`config.mk`:
```
export PLATFORM = sky130hd
export DESIGN_NAME = uart_tx
export DESIGN_NICKNAME = d
export VERILOG_FILES = /design/src/rtl/uart_tx.sv
export SDC_FILE = /design/constraint.sdc
export NUM_CORES = 1
export LEC_CHECK = 0
export CAP_MARGIN = 0
export CORE_UTILIZATION = 55
export CTS_CLUSTER_SIZE = 28
export DETAILED_ROUTE_END_ITERATION = 6
export GPL_TIMING_DRIVEN = 1
export PLACE_DENSITY = 0.85
export SKIP_LAST_GASP = 1
export SLEW_MARGIN = 20
export SYNTH_ARGS = -nofsm -noshare
export SYNTH_HDL_FRONTEND = slang
export SYNTH_SLANG_ARGS = --single-unit
export TNS_END_PERCENT = 5
```
`constraint.sdc`:
```
create_clock -name clk -period 3.9 [get_ports clk]
set_input_delay 1.17 -clock clk [delete_from_list [all_inputs] [get_ports clk]]
set_output_delay 1.17 -clock clk [all_outputs]
set_load 0.01 [all_outputs]
```
`src/rtl/uart_tx.sv`:
```
// UART transmitter: accepts one AXI-Stream word and sends it as a start bit,
// FRAME_WIDTH data bits LSB-first and STOP_BITS stop bits, with tx driven from a flop.
module uart_tx #(
  parameter int TICKS_PER_BIT = 87,
  parameter int FRAME_WIDTH   = 64,
  parameter int STOP_BITS     = 1
) (
  input  logic                   clk,
  input  logic                   rst,
  input  logic [FRAME_WIDTH-1:0] s_axis_tx_tdata,
  input  logic                   s_axis_tx_tvalid,
  output logic                   s_axis_tx_tready,
  output logic                   tx,
  output logic                   tx_busy
);

  localparam int TW = $clog2(TICKS_PER_BIT);
  localparam int BW = $clog2(FRAME_WIDTH + 1);
  localparam logic [TW-1:0] LAST_TICK = TW'(TICKS_PER_BIT - 1);
  localparam logic [BW-1:0] LAST_BIT  = BW'(FRAME_WIDTH - 1);
  localparam logic [BW-1:0] LAST_STOP = BW'(STOP_BITS - 1);

  typedef enum logic [1:0] {
    IDLE      = 2'd0,
    START_BIT = 2'd1,
    DATA_BITS = 2'd2,
    STOP_BIT  = 2'd3
  } state_t;

  state_t                 r_state, w_state_next;
  logic [TW-1:0]          r_tick, w_tick_next;
  logic [BW-1:0]          r_bit, w_bit_next;
  logic [FRAME_WIDTH-1:0] r_shift, w_shift_next;
  logic                   r_tx, w_tx_next;
  logic                   w_accept;
  logic                   w_last_tick;

  assign s_axis_tx_tready = (r_state == IDLE) && !rst;
  assign w_accept         = s_axis_tx_tvalid && s_axis_tx_tready;
  assign w_last_tick      = (r_tick == LAST_TICK);
  assign tx               = r_tx;
  assign tx_busy          = (r_state != IDLE);

  // Next-state, counter and shift logic; the bit counter is reused for stop periods.
  always_comb begin
    w_state_next = r_state;
    w_tick_next  = r_tick;
    w_bit_next   = r_bit;
    w_shift_next = r_shift;
    w_tx_next    = 1'b1;
    case (r_state)
      IDLE: begin
        w_tick_next = '0;
        w_bit_next  = '0;
        if (w_accept) begin
          w_state_next = START_BIT;
          w_shift_next = s_axis_tx_tdata;
        end else begin
          w_state_next = IDLE;
        end
      end
      START_BIT: begin
        if (w_last_tick) begin
          w_state_next = DATA_BITS;
          w_tick_next  = '0;
        end else begin
          w_tick_next = r_tick + TW'(1);
        end
      end
      DATA_BITS: begin
        if (w_last_tick) begin
          w_tick_next  = '0;
          w_shift_next = r_shift >> 1;
          if (r_bit == LAST_BIT) begin
            w_state_next = STOP_BIT;
            w_bit_next   = '0;
          end else begin
            w_bit_next = r_bit + BW'(1);
          end
        end else begin
          w_tick_next = r_tick + TW'(1);
        end
      end
      STOP_BIT: begin
        if (w_last_tick) begin
          w_tick_next = '0;
          if (r_bit == LAST_STOP) begin
            w_state_next = IDLE;
            w_bit_next   = '0;
          end else begin
            w_bit_next = r_bit + BW'(1);
          end
        end else begin
          w_tick_next = r_tick + TW'(1);
        end
      end
      default: begin
        w_state_next = IDLE;
        w_tick_next  = '0;
        w_bit_next   = '0;
      end
    endcase

    // tx is registered from the upcoming state so the line changes with the state.
    case (w_state_next)
      IDLE:      w_tx_next = 1'b1;
      START_BIT: w_tx_next = 1'b0;
      DATA_BITS: w_tx_next = w_shift_next[0];
      STOP_BIT:  w_tx_next = 1'b1;
      default:   w_tx_next = 1'b1;
    endcase
  end

  // State, counters, shift register and line flop.
  always_ff @(posedge clk) begin
    if (rst) begin
      r_state <= IDLE;
      r_tick  <= '0;
      r_bit   <= '0;
      r_shift <= '0;
      r_tx    <= 1'b1;
    end else begin
      r_state <= w_state_next;
      r_tick  <= w_tick_next;
      r_bit   <= w_bit_next;
      r_shift <= w_shift_next;
      r_tx    <= w_tx_next;
    end
  end

endmodule

```
==> metrics.yaml <==
status: "finished clean"
num_rows: 28
worst-slew-pin-transition_ns: 0.737
drt_wl_total_um: 7350
hold_violations: 0
wl_per_cell_um: 13.9
final_layout_size_suffix_gt1_frac: 0.0575
grt_util_overall: 0.240
clock_tree_from_tritoncts: "built"
ir_drop_uv: 281
area_growth_pct: 26.3
post-dp-hpwl_um: 4590
r2r_setup_slack_ns: 1.56
ys_ff_latch: 81
start_kind: "primary input"
maximum_number_of_pins_on_one_net_before_global_route_repair: 75
num_vias: 3008
cpPeakStageDelay_ns: 0.54
worstPathCellList: "buf_2 > nor2_1 > clkdlybuf4s50_1"
hold_startpoint: "r_shift[54]"
grt.overflow.total: 0
fin_tns_setup_ns: 0
drv_slew: 0
dieHeight_um: 80.8
design.core.area_mm2: 0.00596
syn-cell-area_mm2: 0.00341
timing_worst_setup_path_type: "in -> out"
finalClockSkew_ns: 0.00808
syn_inst: 395
antenna_found_initial: 0
rr_startpoint: "r_state[0]"
grt_pass1_wl_um: 12100
worst_slew_margin_rel: 0.508
drt.antenna.violating_nets: 0
grt_setup_unrepaired: "false"
cts.sinks: 81
timing.final.crit_period_ns: 3.08
regToRegEndpoint: "tx"
pwr_density_cell_mw_per_mm2: 398
synth_top_cell_area_share: 0.475
cp_data_arrival_time_ns: 1.91
drt_drc_violations_left: 0
post-cts-setup-buffers: 0
dr.pass1.iters: 4
setup_viol: 0
synthesis.area_per_instance_um2: 8.63
layout_nets: 521
first_global_vias: 2722
insertion_delay_ns: 0.34
num_antenna_cells: 0
hp-class: "reg -> reg"
cts_buffers: 9
mappedNetlistNets: 468
clockRootBuffer: "sky130_fd_sc_hd__clkbuf_8"
initial_cell_density_of_the_core: 0.573
crit_path_top_delay_cell: "sky130_fd_sc_hd__clkdlybuf4s50_1"
timing.critical_path.fanout_max: 3
ys_seq_area_frac: 0.475
post_cts_resized: 0
min_delay_path_depth: 2
drt_iter0_drc: 221
ys.warnings.count: 0
ctsHtreeMaxLevel: 3
synth_top_cell_by_area: "sky130_fd_sc_hd__dfxtp_1"
die-area_mm2: 0.00652
port_buffers: 69
max-clock-path-buffers: 2
async_reset_ff_frac: 0
place_congestion: 0.764
cts.reportedPaths.clkPinSlew_ns: 0.07
cp.required_ns: 2.73
yosys-top-cells-area: "sky130_fd_sc_hd__dfxtp_1 (48%), sky130_fd_sc_hd__a22oi_1 (14%), sky130_fd_sc_hd__a21oi_1 (9.4%)"
drt-vias-per-instance: 5.71
timing.max_cap.violations: 0
period_share: 0.790
report.power.total_w: 0.00171
fmax_mhz: 325
depth_of_the_most_critical_reg_to_reg_path: 6
post-route-util: 0.723
die_width_um: 80.8
cts_hold_bufs: 0
top_level_ports: 70
worstHoldEndpoint: "r_shift[54]"
synth_cell_types: 42
end_kind: "output port"
power_leakage_nw: 1.43
synth_edf_count: 0
synthFlopType: "sky130_fd_sc_hd__dfxtp_1"
==> report_power, final <==
part	internal (W)	leakage, nW	total (W)	switching, W
clock	0.000374	0.106	0.000652	0.000278
sequential	0.000861	0.660	0.000880	0.0000187
combinational	0.000102	0.663	0.000183	0.0000809
==> layer usage <==
layer	vias up	global-route usage	share of wire
met5	-	0	0
met4	0	0.107	0.013
met3	9	0.0663	0.071
met2	82	0.385	0.47
met1	1396	0.302	0.45
li1	1521	-	-
==> cell families after synthesis <==
kind of cell	Yosys count	synth area share
flip-flops	81	0.475
AO/OA/AOI/OAI	138	0.257
AND/OR/NAND/NOR	123	0.172
buffers and inverters	37	0.0473
adder cells (fa/ha/maj)	6	0.0220
XOR/XNOR	9	0.0231
multiplexers	1	0.00293
==> how the worst max path moves through the flow <==
stage	start	end	cells past startpoint
after global routing	rst	s_axis_tx_tready	3
after global placement	s_axis_tx_tvalid	tx	7
final	rst	s_axis_tx_tready	3
after CTS	rst	s_axis_tx_tready	3
after floorplan	rst	s_axis_tx_tready	3
after detailed placement	s_axis_tx_tvalid	tx	7
==> through the flow <==
stage / area, µm² / hold WS (ns) / instances / worst slack [ns]
final: 4310 / 0.454 / 527 / 0.819
after global routing: 4310 / 0.466 / 527 / 0.755
after CTS: 4310 / 0.456 / 527 / 0.811
after detailed placement: 4100 / 0.446 / 512 / 0.651
after global placement: 4100 / 0.441 / 512 / 0.775
after floorplan: 3410 / 0.426 / 395 / 0.915
==> flip-flops by register name (all words and copies together), names as in the netlist <==
signal   cells
r_bit        7
tx           1
r_state      2
r_shift     64
r_tick       7
==> critical path: cells and delay by family <==
| family | cells | cell delay, ns |
|---|---|---|
| buffers and inverters | 2 | 0.65 |
| and+or+nand+nor | 1 | 0.09 |
==> placed cells by master (no fill, tap or decap), drive strengths merged <==
| master | instances |
|---|---|
| a22oi | 62 |
| clkbuf | 12 |
| a211oi | 1 |
| a21oi | 64 |
| o32ai | 1 |
| o21ai | 2 |
| and3b | 1 |
| or2 | 1 |
| dfxtp | 81 |
| clkinv | 1 |
| a221o | 1 |
| nor4 | 4 |
| ha | 6 |
| mux2i | 1 |
| and3 | 2 |
| nand2b | 1 |
| nand4 | 3 |
| clkdlybuf4s50 | 68 |
| a31o | 1 |
| or3 | 4 |
| or4b | 1 |
| nor2 | 19 |
| o21bai | 1 |
| buf | 5 |
| nor3 | 4 |
| nand2 | 71 |
| nand3 | 5 |
| nor2b | 2 |
| nand4b | 1 |
| o21a | 2 |
| xor2 | 5 |
| or3b | 1 |
| nand3b | 1 |
| o211ai | 3 |
| xnor2 | 4 |
| bufinv | 2 |
| inv | 6 |
| nand4bb | 1 |
| and4bb | 1 |
==> Yosys cell counts, types with 5 or more instances <==
cell	instances
sky130_fd_sc_hd__dfxtp_1	81
sky130_fd_sc_hd__nand2_1	71
sky130_fd_sc_hd__a21oi_1	64
sky130_fd_sc_hd__a22oi_1	62
sky130_fd_sc_hd__nor2_1	17
sky130_fd_sc_hd__clkbuf_1	15
sky130_fd_sc_hd__buf_2	13
sky130_fd_sc_hd__ha_1	6
sky130_fd_sc_hd__inv_1	6
sky130_fd_sc_hd__nand3_1	5
sky130_fd_sc_hd__xor2_1	5
==> layout make-up <==
class | instances | area [µm²]
clock buffers | 12 | 145
clock inverters | 3 | 65.1
well taps | 75 | 93.8
fillers | 475 | 1650
multi-input cells | 277 | 1640
flip-flops and latches | 81 | 1620
repair buffers | 73 | 716
inverters | 6 | 22.5
No activity file was read; power rests on OpenSTA's default activity.
